[config.mk]
export PLATFORM = sky130hd
export DESIGN_NAME = qam_symbol_sched_flat
export DESIGN_NICKNAME = d
export VERILOG_FILES = /design/src/rtl/qam_pkg.sv /design/src/rtl/qam_symbol_sched_if.sv /design/src/rtl/qam_sym_fifo2.sv /design/src/rtl/qam_symbol_sched.sv /design/src/flat_wrapper.sv
export SDC_FILE = /design/constraint.sdc
export NUM_CORES = 1
export LEC_CHECK = 0
export BUFFER_PORTS_ARGS = -buffer_cell sky130_fd_sc_hd__buf_4
export CAP_MARGIN = 20
export CORE_UTILIZATION = 50
export DETAILED_ROUTE_END_ITERATION = 12
export PLACE_DENSITY = 0.75
export SYNTH_ARGS = -nofsm -noshare
export SYNTH_HDL_FRONTEND = slang
export SYNTH_HIERARCHICAL = 1
export SYNTH_SLANG_ARGS = --single-unit
[constraint.sdc]
create_clock -name i_clk -period 1.9 [get_ports i_clk]
set_input_delay 0.19 -clock i_clk [delete_from_list [all_inputs] [get_ports i_clk]]
set_output_delay 0.19 -clock i_clk [all_outputs]
set_load 0.01 [all_outputs]
[src/rtl/qam_pkg.sv]
// rtl/qam_pkg.sv - shared constants and FSM encoding for the QAM symbol scheduler
package qam_pkg;

  localparam int BITS_PER_SYM_DEF = 4;
  localparam int IQ_W_DEF         = BITS_PER_SYM_DEF / 2;

  typedef enum logic [1:0] {
    IDLE  = 2'd0,
    RUN   = 2'd1,
    DRAIN = 2'd2
  } sched_state_t;

endpackage

[src/rtl/qam_symbol_sched_if.sv]
// rtl/qam_symbol_sched_if.sv - bit-source request and I/Q symbol handshake bundle
interface qam_symbol_sched_if import qam_pkg::*; #(
  parameter int BITS_PER_SYM = BITS_PER_SYM_DEF
);

  localparam int IQ_W = BITS_PER_SYM / 2;

  logic            bit_req;
  logic            bit_in;
  logic            bit_valid;
  logic [IQ_W-1:0] sym_i;
  logic [IQ_W-1:0] sym_q;
  logic            sym_valid;
  logic            sym_ready;

  // master is the scheduler; slave is the source/modulator side
  modport master (
    output bit_req, sym_i, sym_q, sym_valid,
    input  bit_in, bit_valid, sym_ready
  );

  modport slave (
    input  bit_req, sym_i, sym_q, sym_valid,
    output bit_in, bit_valid, sym_ready
  );

endinterface

[src/rtl/qam_sym_fifo2.sv]
// rtl/qam_sym_fifo2.sv - two-entry symbol FIFO, push+pop legal when full
module qam_sym_fifo2 import qam_pkg::*; #(
  parameter int W = BITS_PER_SYM_DEF
) (
  input  logic         i_clk,
  input  logic         i_rst_n,
  input  logic         i_push,
  input  logic [W-1:0] i_data,
  input  logic         i_pop,
  output logic [W-1:0] o_head,
  output logic         o_full,
  output logic         o_empty
);

  logic [W-1:0] r_head;
  logic [W-1:0] r_tail;
  logic [1:0]   r_cnt;
  logic         w_pop;
  logic         w_push;

  // a pop on an empty FIFO is ignored, so push+pop when empty is a plain push
  assign w_pop  = i_pop && (r_cnt != 2'd0);
  assign w_push = i_push && ((r_cnt != 2'd2) || w_pop);

  always_ff @(posedge i_clk or negedge i_rst_n) begin
    if (!i_rst_n) begin
      r_head <= '0;
      r_tail <= '0;
      r_cnt  <= 2'd0;
    end else begin
      case ({w_push, w_pop})
        2'b10: begin
          if (r_cnt == 2'd0) r_head <= i_data;
          else               r_tail <= i_data;
          r_cnt <= r_cnt + 2'd1;
        end
        2'b01: begin
          r_head <= r_tail;
          r_cnt  <= r_cnt - 2'd1;
        end
        2'b11: begin
          if (r_cnt == 2'd1) begin
            r_head <= i_data;
          end else begin
            r_head <= r_tail;
            r_tail <= i_data;
          end
        end
        default: ;
      endcase
    end
  end

  assign o_head  = r_head;
  assign o_full  = r_cnt[1];
  assign o_empty = (r_cnt == 2'd0);

endmodule

[src/rtl/qam_symbol_sched.sv]
// rtl/qam_symbol_sched.sv - paces bit requests, assembles I/Q symbols, buffers them for the mapper
module qam_symbol_sched import qam_pkg::*; #(
  parameter int BITS_PER_SYM = BITS_PER_SYM_DEF,
  parameter int DIV_W        = 10,
  parameter int CNT_W        = 16
) (
  input  logic                i_clk,
  input  logic                i_rst_n,
  input  logic                i_enable,
  input  logic [DIV_W-1:0]    i_bit_period,
  qam_symbol_sched_if.master  bus,
  output logic                o_overrun,
  output logic [CNT_W-1:0]    o_sym_count,
  output logic                o_busy
);

  localparam int IQ_W   = BITS_PER_SYM / 2;
  localparam int ACNT_W = $clog2(BITS_PER_SYM);
  localparam logic [ACNT_W-1:0] LAST_BIT = ACNT_W'(BITS_PER_SYM - 1);

  sched_state_t            r_state;
  logic [DIV_W-1:0]        r_timer;
  logic [BITS_PER_SYM-2:0] r_asm;
  logic [ACNT_W-1:0]       r_asm_cnt;
  logic                    r_overrun;
  logic [CNT_W-1:0]        r_sym_count;

  logic                    w_full;
  logic                    w_empty;
  logic                    w_valid;
  logic                    w_pop;
  logic                    w_bit_req;
  logic                    w_drain_done;
  logic                    w_asm_flush;
  logic                    w_bit_take;
  logic                    w_sym_done;
  logic                    w_drop;
  logic [BITS_PER_SYM-1:0] w_asm_next;
  logic [BITS_PER_SYM-1:0] w_head;

  assign w_valid   = !w_empty;
  assign w_pop     = w_valid && bus.sym_ready;
  assign w_bit_req = (r_state == RUN) && (r_timer == '0) && !w_full;

  // stay in DRAIN one more cycle if a bit arriving now would still complete a symbol
  assign w_drain_done = (r_state == DRAIN) && w_empty &&
                        !(bus.bit_valid && (r_asm_cnt == LAST_BIT));
  assign w_asm_flush  = ((r_state == RUN) && !i_enable) || w_drain_done;
  assign w_bit_take   = bus.bit_valid &&
                        (((r_state == RUN) && i_enable) ||
                         ((r_state == DRAIN) && !w_drain_done));
  assign w_sym_done   = w_bit_take && (r_asm_cnt == LAST_BIT);
  assign w_drop       = w_sym_done && w_full && !w_pop;
  assign w_asm_next   = {r_asm, bus.bit_in};

  qam_sym_fifo2 #(.W(BITS_PER_SYM)) u_fifo (
    .i_clk   (i_clk),
    .i_rst_n (i_rst_n),
    .i_push  (w_sym_done),
    .i_data  (w_asm_next),
    .i_pop   (w_pop),
    .o_head  (w_head),
    .o_full  (w_full),
    .o_empty (w_empty)
  );

  always_ff @(posedge i_clk or negedge i_rst_n) begin
    if (!i_rst_n) begin
      r_state     <= IDLE;
      r_timer     <= '0;
      r_asm       <= '0;
      r_asm_cnt   <= '0;
      r_overrun   <= 1'b0;
      r_sym_count <= '0;
    end else begin
      case (r_state)
        IDLE: begin
          if (i_enable) begin
            r_state <= RUN;
            r_timer <= '0;
          end
        end
        RUN: begin
          if (!i_enable) begin
            r_state <= DRAIN;
            r_timer <= '0;
          end else if (w_bit_req) begin
            r_timer <= i_bit_period;
          end else if (r_timer != '0) begin
            r_timer <= r_timer - DIV_W'(1);
          end
        end
        DRAIN: begin
          if (w_drain_done) begin
            r_state <= i_enable ? RUN : IDLE;
            r_timer <= '0;
          end
        end
        default: r_state <= IDLE;
      endcase

      if (w_asm_flush) begin
        r_asm_cnt <= '0;
      end else if (w_bit_take) begin
        r_asm     <= w_asm_next[BITS_PER_SYM-2:0];
        r_asm_cnt <= w_sym_done ? '0 : r_asm_cnt + ACNT_W'(1);
      end

      if (w_drop) r_overrun <= 1'b1;
      if (w_pop)  r_sym_count <= r_sym_count + CNT_W'(1);
    end
  end

  assign bus.bit_req   = w_bit_req;
  assign bus.sym_valid = w_valid;
  assign bus.sym_i     = w_head[BITS_PER_SYM-1:IQ_W];
  assign bus.sym_q     = w_head[IQ_W-1:0];
  assign o_overrun     = r_overrun;
  assign o_sym_count   = r_sym_count;
  assign o_busy        = (r_state != IDLE);

endmodule

[src/flat_wrapper.sv]
// flat-port wrapper written by rule: the top's interface ports become plain ports
module qam_symbol_sched_flat import qam_pkg::*;
#(
  parameter int BITS_PER_SYM = BITS_PER_SYM_DEF,
  parameter int DIV_W        = 10,
  parameter int CNT_W        = 16
)
  (i_clk, i_rst_n, i_enable, i_bit_period, o_overrun, o_sym_count, o_busy, bus_bit_req, bus_sym_i, bus_sym_q, bus_sym_valid, bus_bit_in, bus_bit_valid, bus_sym_ready);
  qam_symbol_sched_if #(.BITS_PER_SYM(BITS_PER_SYM)) bus_i ();
  input  logic i_clk;
  input  logic i_rst_n;
  input  logic i_enable;
  input  logic [DIV_W-1:0] i_bit_period;
  output logic o_overrun;
  output logic [CNT_W-1:0] o_sym_count;
  output logic o_busy;
  output wire logic [$bits(bus_i.bit_req)-1:0] bus_bit_req;
  output wire logic [$bits(bus_i.sym_i)-1:0] bus_sym_i;
  output wire logic [$bits(bus_i.sym_q)-1:0] bus_sym_q;
  output wire logic [$bits(bus_i.sym_valid)-1:0] bus_sym_valid;
  input wire logic [$bits(bus_i.bit_in)-1:0] bus_bit_in;
  input wire logic [$bits(bus_i.bit_valid)-1:0] bus_bit_valid;
  input wire logic [$bits(bus_i.sym_ready)-1:0] bus_sym_ready;
  assign bus_bit_req = bus_i.bit_req;
  assign bus_sym_i = bus_i.sym_i;
  assign bus_sym_q = bus_i.sym_q;
  assign bus_sym_valid = bus_i.sym_valid;
  assign bus_i.bit_in = bus_bit_in;
  assign bus_i.bit_valid = bus_bit_valid;
  assign bus_i.sym_ready = bus_sym_ready;
  qam_symbol_sched #(.BITS_PER_SYM(BITS_PER_SYM), .DIV_W(DIV_W), .CNT_W(CNT_W)) u_core (.i_clk(i_clk), .i_rst_n(i_rst_n), .i_enable(i_enable), .i_bit_period(i_bit_period), .bus(bus_i), .o_overrun(o_overrun), .o_sym_count(o_sym_count), .o_busy(o_busy));
endmodule
# After elaboration in Yosys (flattened, before gate mapping)
# Cells that the tools add are included.
# word_totals
reg_bits,44
wordCells,91
# op_classes
addsub,5
n_eq_ne,15
n_mux,21
n_bitwise,1
n_reduce_logical,40
# op_table
op,n
10-bit two-way mux,5
10-bit case mux with 3 select lines,1
"16-bit by 1-bit adder with 16-bit output, second input constant",1
4-bit two-way mux,4
1-bit logical AND,15
2-bit two-way mux,6
4-bit case mux with 3 select lines,1
10-bit logical NOT,1
"2-bit inequality test, second input constant",5
10-bit nonzero test,1
2-bit nonzero test,5
"10-bit by 1-bit subtractor with 10-bit output, second input constant",1
"2-bit equality test, second input constant",4
4-bit case mux with 2 select lines,1
"2-bit by 1-bit equality test with 1-bit output, second input constant",3
1-bit logical NOT,6
2-bit case mux with 3 select lines,1
3-bit AND reduction,2
3-bit nonzero test,2
"2-bit by 1-bit adder with 2-bit output, second input constant",2
2-bit logical NOT,2
"2-bit by 1-bit inequality test with 1-bit output, second input constant",2
"4-bit inequality test, second input constant",1
2-bit case mux with 2 select lines,1
other kinds (6),9

# Longest topological paths before layout
# Gate-level depths: netlist (run 1).
# depth
depth_word,13
depth_mapped,9
mapped_depth_nobuf,9

# Hierarchy
# Netlist (run 1), hierarchy kept.
# modules_own_cells
module,instances,cells_per_inst,area_each_um2,seq_area_each_um2
qam_symbol_sched,1,179,1774.2,850.8
qam_sym_fifo2,1,52,553.0,250.2

# Worst setup path before layout (run 1)
# No wires, ideal clock.
# synth_timing
kind,reg-to-reg
start,register u_core.u_fifo.r_cnt[1]
end,register u_core.u_fifo.r_head[0] (netlist: u_core/u_fifo/o_head[0])
setup_time_ns,0.082
arrival_ns,1.946
t_required_ns,1.818
setup_slack_ns,-0.128
path_stages_with_launch,10
period_less_slack_ns,2.028
path_cell_list,dfrtp_1 inv_1 ha_1 inv_1 o21ai_0 o21ai_1 and3_1 and3b_1 or2_4 a31oi_1
# synth_between
elab_cells_between_ends,24
# synth_lines
element,line,rtl
"start, declared",qam_sym_fifo2.sv:17,logic [1:0] r_cnt;
"start signal, assigned",qam_sym_fifo2.sv:35,r_cnt <= r_cnt + 2'd1;
"start signal, assigned",qam_sym_fifo2.sv:39,r_cnt <= r_cnt - 2'd1;
2-bit logical NOT (*),qam_sym_fifo2.sv:56,assign o_empty = (r_cnt == 2'd0);
net u_core.w_empty,qam_symbol_sched.sv:29,logic w_empty;
1-bit logical NOT (*),qam_symbol_sched.sv:41,assign w_valid = !w_empty;
net bus_sym_valid,flat_wrapper.sv:20,output wire logic [$bits(bus_i.sym_valid)-1:0] bus_sym_valid;
1-bit logical AND (*),qam_symbol_sched.sv:42,assign w_pop = w_valid && bus.sym_ready;
1-bit logical AND (*),qam_sym_fifo2.sv:22,assign w_pop = i_pop && (r_cnt != 2'd0);
1-bit logical OR,qam_sym_fifo2.sv:23,assign w_push = i_push && ((r_cnt != 2'd2) || w_pop);
1-bit logical AND,qam_sym_fifo2.sv:23,
2-bit equality test / 2-bit by 1-bit equality test with 1-bit output (equally long branches),qam_sym_fifo2.sv:31,"case ({w_push, w_pop})"
2-bit by 1-bit inequality test with 1-bit output (no line) / 3-bit nonzero test (equally long branches),-,
2-bit AND reduction (no line),-,
"end signal, assigned",qam_sym_fifo2.sv:33,if (r_cnt == 2'd0) r_head <= i_data;
"end signal, assigned",qam_sym_fifo2.sv:38,r_head <= r_tail;
"end signal, assigned",qam_sym_fifo2.sv:43,r_head <= i_data;
"end, declared",qam_sym_fifo2.sv:15,logic [W-1:0] r_head;
# Mark *: on every way through the listed nets, which the timed path passes. The rest lies on a longest branch.
# A chain may end at the register's enable or synchronous reset.

# Final worst setup path (run 1)
# layout_timing
start,register u_core.r_timer[2]
end,output port bus_bit_req
# layout_between
elab_chain_cells,3
# layout_rtl
element,line,rtl
"start, declared",qam_symbol_sched.sv:22,logic [DIV_W-1:0] r_timer;
"start signal, assigned",qam_symbol_sched.sv:88,r_timer <= i_bit_period;
"start signal, assigned",qam_symbol_sched.sv:90,r_timer <= r_timer - DIV_W'(1);
10-bit logical NOT,qam_symbol_sched.sv:43,assign w_bit_req = (r_state == RUN) && (r_timer == '0) && !w_full;
1-bit logical AND (2 in series),qam_symbol_sched.sv:43,
"end, declared",flat_wrapper.sv:17,output wire logic [$bits(bus_i.bit_req)-1:0] bus_bit_req;
# No other way between the ends.

==> flow_metrics.tcl, run 1 <==
set metrics [dict create \
    fmax_mhz 547 \
    synth_seq_cells 44 \
    leakage_nw 1.37 \
    hold_viol_final 0 \
    slew_headroom 0.627 \
    critPathMaxStageDelay_ps 450 \
    yosysMostFrequentCell "dfrtp_1" \
    synth_fp_nets 254 \
    dp_worst_setup_slack_ps -36.8 \
    worst_path_max_delay_cell "dfrtp_1" \
    drtAntennaViolNets 0 \
    overflow 0 \
    dp.cells 327 \
    drt_iter0_drc 86 \
    fin_crit_sh 0.962 \
    drive_above_1_share 0.282 \
    cts_tree "done" \
    port_buffers 39 \
    worstSetupPathType "reg -> out" \
    fill_cells 366 \
    syn_area_sq_mm 0.00233 \
    synth_top_area_cell "dfrtp_1" \
    power_density_mw_per_mm2 1510 \
    grt_pass1_vias 1853 \
    outcome "completed" \
    tightest_slew_ps 559 \
    maxCapViolCount 0 \
    drv_slew 0 \
    synth_commonest_cells "44 x dfrtp_1, 16 x nor2_1, 13 x o21ai_1" \
    viasPerCell 5.67 \
    grt_start_max_net_pins 45 \
    critPathMaxFanout 6 \
    grt_pass1_wl_microns 7910 \
    syn_area_per_cell_sq_um 10.1 \
    globalplace.congestion 0.840 \
    core_sq_mm 0.00441 \
    finClkSkew_ps 14.7 \
    setup_violations 0 \
    rsz0062_at_grt "no" \
    wire_per_inst_microns 14.1 \
    yosysWarningCount 6 \
    floorplan.initialDensity 0.527 \
    start_kind "flop" \
    crit_path_end_kind "output port" \
    vias 1921 \
    finalWorstPathRequiredPeriod_ps 1830 \
    final_nets 310 \
    ys_async_sr_fraction 1.00 \
    clock_sinks 44 \
    seq_area_frac_synth 0.473 \
    die_h_microns 70.2 \
    synth_area_leaders "dfrtp_1 47%, xnor2_1 4.1%, ha_1 3.8%" \
    cts_htree_levels 2 \
    synth_cell_types 52 \
    synth_edf_count 0 \
    post-route-worst-setup-slack_ps 72.4 \
    hold_path_class "in -> reg" \
    clk_latency_ps 290 \
    clk_pin_slew_ps 90 \
    synth-main-ff-cell "dfrtp_1" \
    firstDrtPassIters 4 \
    grt_usage 0.200 \
    worstPathArrival_ps 1640 \
    area.growth.synth_to_final_pct 24.5 \
    cp_cell_sequence "nor3_2 > buf_4 > nand4b_1 > nor2_2 > buf_4" \
    synth.top_cell.area_share 0.473 \
    die-area_sq_mm 0.00493 \
    rows 24 \
    diodes 0 \
    dpl.hpwl_microns 3360 \
    clock_path_buffers 2 \
    die_w_microns 70.2 \
    cts_root_buffer "clkbuf_8" \
    route.detailed.drc 0 \
    antenna_found_initial 0 \
    syn_inst 231 \
    io_pins 40 \
    cts_buffers 5 \
    worst_ep_required_time_ps 1710 \
    finalNonFillerCells 339 \
    cpMostUsedCell "buf_4" \
    ir_worst_vdd_v 0.000729 \
    routed_wl_microns 4790 \
    total_power_mw 4.37 \
]
==> cell usage in the layout (no fill, tap or decap), drive strengths merged, types with 2 or more instances in the layout <==
| cell | n |
|---|---|
| nor3 | 7 |
| and3 | 5 |
| or3 | 2 |
| nor3b | 2 |
| xnor2 | 11 |
| mux2i | 2 |
| or2 | 3 |
| nand4 | 2 |
| clkinv | 2 |
| ha | 7 |
| and4 | 3 |
| nor2 | 16 |
| a31oi | 11 |
| nor4 | 3 |
| xor2 | 5 |
| a21oi | 8 |
| nand3 | 12 |
| buf | 53 |
| and2 | 4 |
| clkbuf | 6 |
| nor2b | 2 |
| dfrtp | 44 |
| and3b | 3 |
| mux2 | 8 |
| o21a | 2 |
| a311o | 2 |
| o21ai | 22 |
| nand2 | 12 |
| o22ai | 3 |
| and2b | 2 |
| inv | 9 |
==> timing repair <==
action                     4_1_cts  5_1_grt
setup buffers                    1        2
gates cloned                     0        1
hold endpoints to repair        44        0
hold buffers                     1        0
setup endpoints to repair       13       21
pin swaps                        1        5
resized for setup                4       11
==> area by class of cell <==
| cell class | instances | area, sq um | area share |
|---|---|---|---|
| clock buffer | 6 | 72.6 | 0.0251 |
| clock inverter | 1 | 5.00 | 0.00173 |
| inverter | 10 | 37.5 | 0.0130 |
| multi-input combinational | 172 | 1200 | 0.415 |
| sequential | 44 | 1100 | 0.381 |
| tap | 52 | 65.1 | 0.0225 |
| timing repair buffer | 54 | 412 | 0.142 |
==> state kept, by name (all words and copies together), names as in the netlist <==
| register | flops |
|---|---|
| u_core/o_sym_count | 16 |
| u_core/r_timer | 10 |
| u_core/u_fifo/o_head | 4 |
| u_core/u_fifo/r_tail | 4 |
| u_core/r_asm | 3 |
| u_core/r_asm_cnt | 2 |
| u_core/r_state | 2 |
| u_core/u_fifo/r_cnt | 2 |
| u_core/o_overrun | 1 |
==> path summary, 6_finish.rpt <==
path	from	depth (start not counted)	to	slack, ps
setup reg to reg	u_core/u_fifo/r_cnt[0]$_DFFE_PN0P_	7	u_core/r_timer[7]$_DFFE_PN0P_	80
hold reg to reg	u_core/o_sym_count[15]$_DFFE_PN0P_	1	u_core/o_sym_count[15]$_DFFE_PN0P_	480
min in group asynchronous	i_rst_n	2	u_core/o_sym_count[7]$_DFFE_PN0P_	430
max in group asynchronous	i_rst_n	2	u_core/r_state[1]$_DFFE_PN0P_	1060
setup / recovery	u_core/r_timer[2]$_DFFE_PN0P_	5	bus_bit_req	70
hold / removal	bus_bit_in	2	u_core/u_fifo/r_tail[0]$_DFFE_PN0P_	140
==> where the power goes <==
part	switching, mW	internal, mW	total, mW
clock network	0.302	0.250	0.553
registers	0.293	1.26	1.55
logic	1.13	1.13	2.26
total	1.72	2.64	4.37
==> kinds of logic (layout without fill, tap and decap cells) <==
kind of cell,Yosys count,in the layout,synth area share
muxes,10,10,0.0473
buffers and inverters,16,71,0.0349
xor gates and xnor gates,16,16,0.0602
adders and majority gates,7,7,0.0376
DFF,44,44,0.473
AOI/OAI and AO/OA,55,56,0.144
and+or+nand+nor,83,83,0.203
==> metrics by stage <==
step                 util  hold WS (ps)  area [sq um]  TNS (ps)
finish              0.656           141          2900         0
global route        0.656           143          2900         0
CTS                 0.644           132          2840         0
detailed placement  0.621           226          2740      -173
global placement    0.621           219          2740         0
floorplan               -          -106          2340         0
==> worst max-delay path: cells and delay by family, from the launching register on <==
family,cells,cell delay [ps]
DFF,1,450
and+or+nand+nor,3,590
buffers and inverters,2,300
==> layer usage <==
metal | routed length, microns | GRT usage | vias up
li1 | - | - | 950
met1 | 2230 | 0.258 | 911
met2 | 2290 | 0.326 | 49
met3 | 188 | 0.0462 | 11
met4 | 74 | 0.0711 | 0
met5 | 0 | 0 | -
Note: power is estimated with default switching activity, not from simulation.
==> run 2, diff against run 1 <==
--- a/config.mk
+++ b/config.mk
@@ -12,5 +12,4 @@
 export PLACE_DENSITY = 0.75
 export SYNTH_ARGS = -nofsm -noshare
 export SYNTH_HDL_FRONTEND = slang
-export SYNTH_HIERARCHICAL = 1
 export SYNTH_SLANG_ARGS = --single-unit
==> constraint.sdc (replaced) <==
create_clock -name i_clk -period 1.55 [get_ports i_clk]
set_input_delay 0.155 -clock i_clk [delete_from_list [all_inputs] [get_ports i_clk]]
set_output_delay 0.155 -clock i_clk [all_outputs]
set_load 0.01 [all_outputs]
==> flow_metrics.tcl, run 2 <==
set metrics [dict create \
    outcome "finished with violations" \
    violations "negative setup slack" \
    synth_commonest_cells "44 x dfrtp_1, 24 x nor2_1, 21 x nand2_1" \
    firstDrtPassIters 4 \
    port_buffers 39 \
    pwr-share-comb 0.573 \
    critPathMaxFanout 3 \
    hold_path_depth 2 \
    finalNonFillerCells 369 \
    grt_start_max_net_pins 45 \
    clk_pin_slew_ps 80 \
    route.detailed.drc 0 \
    fin_area_sq_mm 0.00343 \
    setup_violations 23 \
    synth-main-ff-cell "dfrtp_1" \
    synth_area_leaders "dfrtp_1 48%, xnor2_1 4.2%, nor2_1 4.0%" \
    synth.top_cell.area_share 0.484 \
    routed_wl_microns 6140 \
    wire_per_inst_microns 16.6 \
    rsz0062_at_grt "yes" \
    clkPwrFrac 0.145 \
    syn_area_per_cell_sq_um 10.1 \
    finClkSkew_ps 7.35 \
    synth_cell_types 48 \
    overflow 0 \
    place_area_sq_mm 0.00295 \
    maxCapViolCount 0 \
    hold_path_class "in -> reg" \
    hp-start "i_enable" \
    largest_reg_flops 16 \
    crit_start "u_core.r_timer[1]$_DFFE_PN0P_" \
    worstSetupPathType "reg -> out" \
    r2r-start "u_core.r_timer[1]$_DFFE_PN0P_" \
    drive_above_1_share 0.505 \
    synth_seq_cells 44 \
    switching_power_mw 2.49 \
    globalplace.congestion 0.859 \
    io_pins 40 \
    reg2reg_slack_ps -170 \
    tightest_slew_ps 561 \
    grt_pass1_wl_microns 9470 \
    power_density_mw_per_mm2 1890 \
    fin_crit_sh 1.12 \
    fmax_mhz 575 \
    worstPathArrival_ps 1580 \
    yosysMostFrequentCell "dfrtp_1" \
    area.growth.synth_to_final_pct 50.9 \
    fin_util 0.788 \
    dp.cells 349 \
    synth_edf_count 0 \
    die-area_sq_mm 0.00482 \
    synth_top_area_cell "dfrtp_1" \
    slew_headroom 0.626 \
    syn_area_sq_mm 0.00227 \
    cts_root_buffer "clkbuf_8" \
    leakage_nw 1.61 \
    rows 24 \
    diodes 0 \
    hold_viol_final 0 \
    core_sq_mm 0.00435 \
    clock_path_buffers 2 \
    pwr-share-seq 0.282 \
    grt_pass1_vias 2067 \
    vias 2109 \
    yosysWarningCount 0 \
    drt_iter0_drc 104 \
    synth_fp_nets 248 \
    internal_power_mw 4.00 \
    clock_sinks 44 \
    ir_worst_vdd_v 0.00112 \
    crit_path_end_kind "output port" \
    cts_tree "done" \
    cts_htree_levels 2 \
    mostFrequentLayoutCell "buf_4" \
    die_h_microns 69.4 \
    post-route-worst-setup-slack_ps -190 \
    worst_ep_required_time_ps 1390 \
    drtAntennaViolNets 0 \
    syn_inst 226 \
    final_cell_mix "80 x buf_4, 43 x dfrtp_1, 17 x nand2_1" \
    clk_latency_ps 300 \
    swShare 0.383 \
    drv_slew 0 \
    antenna_found_initial 0 \
    rr_worst_depth 8 \
    floorplan.initialDensity 0.522 \
    dpl.hpwl_microns 3860 \
    start_kind "flop" \
    finalWorstPathRequiredPeriod_ps 1740 \
    cts_buffers 5 \
    hold_path_end "u_core.r_state[1]$_DFFE_PN0P_" \
    viasPerCell 5.72 \
    rr_endpoint "u_core.r_timer[1]$_DFFE_PN0P_" \
    seq_area_frac_synth 0.484 \
    final_nets 338 \
    grt_usage 0.249 \
    ys_async_sr_fraction 1.00 \
    die_w_microns 69.4 \
]
-- run 2: critical path, cell delays in order, from the launching register on --
cell,delay (ps)
dfrtp_1,400
inv_2,80
ha_4,140
nor4b_4,200
buf_4,150
and4_4,210
buf_6,100
-- run 2: routing by layer --
layer,up-vias,routed length [microns],track usage
met3,8,249,0.0451
met2,62,3270,0.421
met1,1044,2540,0.316
met4,0,85,0.0952
met5,-,0,0
li1,995,-,-
-- run 2: worst max path at each step --
stage                                         end  slack [ps]  cells after the start
global placement    u_core.r_timer[2]$_DFFE_PN0P_        -180                      5
finish                                bus_bit_req        -190                      6
global route                          bus_bit_req        -250                      6
detailed placement  u_core.r_timer[1]$_DFFE_PN0P_        -200                      7
floorplan           u_core.r_timer[1]$_DFFE_PN0P_        -160                      7
CTS                                   bus_bit_req        -190                      6
-- run 2: power by group through the flow --
stage	Sequential, mW	Clock [mW]	Combinational [mW]
after floorplan	1.82	0	1.62
after global placement	1.77	0	2.79
after detailed placement	1.79	0	2.86
after CTS	1.78	0.966	3.18
after global routing	1.86	0.998	4.01
final	1.83	0.941	3.72
-- run 2: cell families (layout without fill, tap and decap cells) --
family	after synthesis	in the layout	share of synthesized area
AO/OA/AOI/OAI	56	56	0.162
XOR/XNOR	16	16	0.0616
adder cells (fa/ha/maj)	6	6	0.0330
buffers and inverters	13	104	0.0264
flip-flops	44	44	0.484
multiplexers	9	9	0.0435
AND/OR/NAND/NOR	82	82	0.189
-- run 2: layout make-up --
cell class | instances | area [sq um]
Multi-Input combinational cell | 169 | 1410
Clock buffer | 6 | 82.6
Sequential cell | 44 | 1100
Tap cell | 52 | 65.1
Clock inverter | 2 | 38.8
Inverter | 7 | 33.8
Timing Repair Buffer | 89 | 701
Fill cell | 283 | 925
-- run 2: timing repair --
item | 4_1_cts | 5_1_grt
hold endpoints to repair | 44 | 0
buffers inserted | 7 | 4
hold buffers | 1 | 0
endpoints found under the setup margin | 34 | 33
pin swaps | 7 | 23
resized for setup | 27 | 43
-- run 2: through the flow --
step           setup WS (ps)  hold WS [ps]  setup TNS (ps)  total power, mW
5_1_grt                 -255          80.9           -4160             6.87
4_1_cts                 -190          63.9           -1410             5.93
3_5_place_dp            -195           192           -3460             4.65
2_1_floorplan           -158          -141           -1090             3.44
6_report                -190          76.5           -1900             6.49
3_3_place_gp            -178           184           -2660             4.57
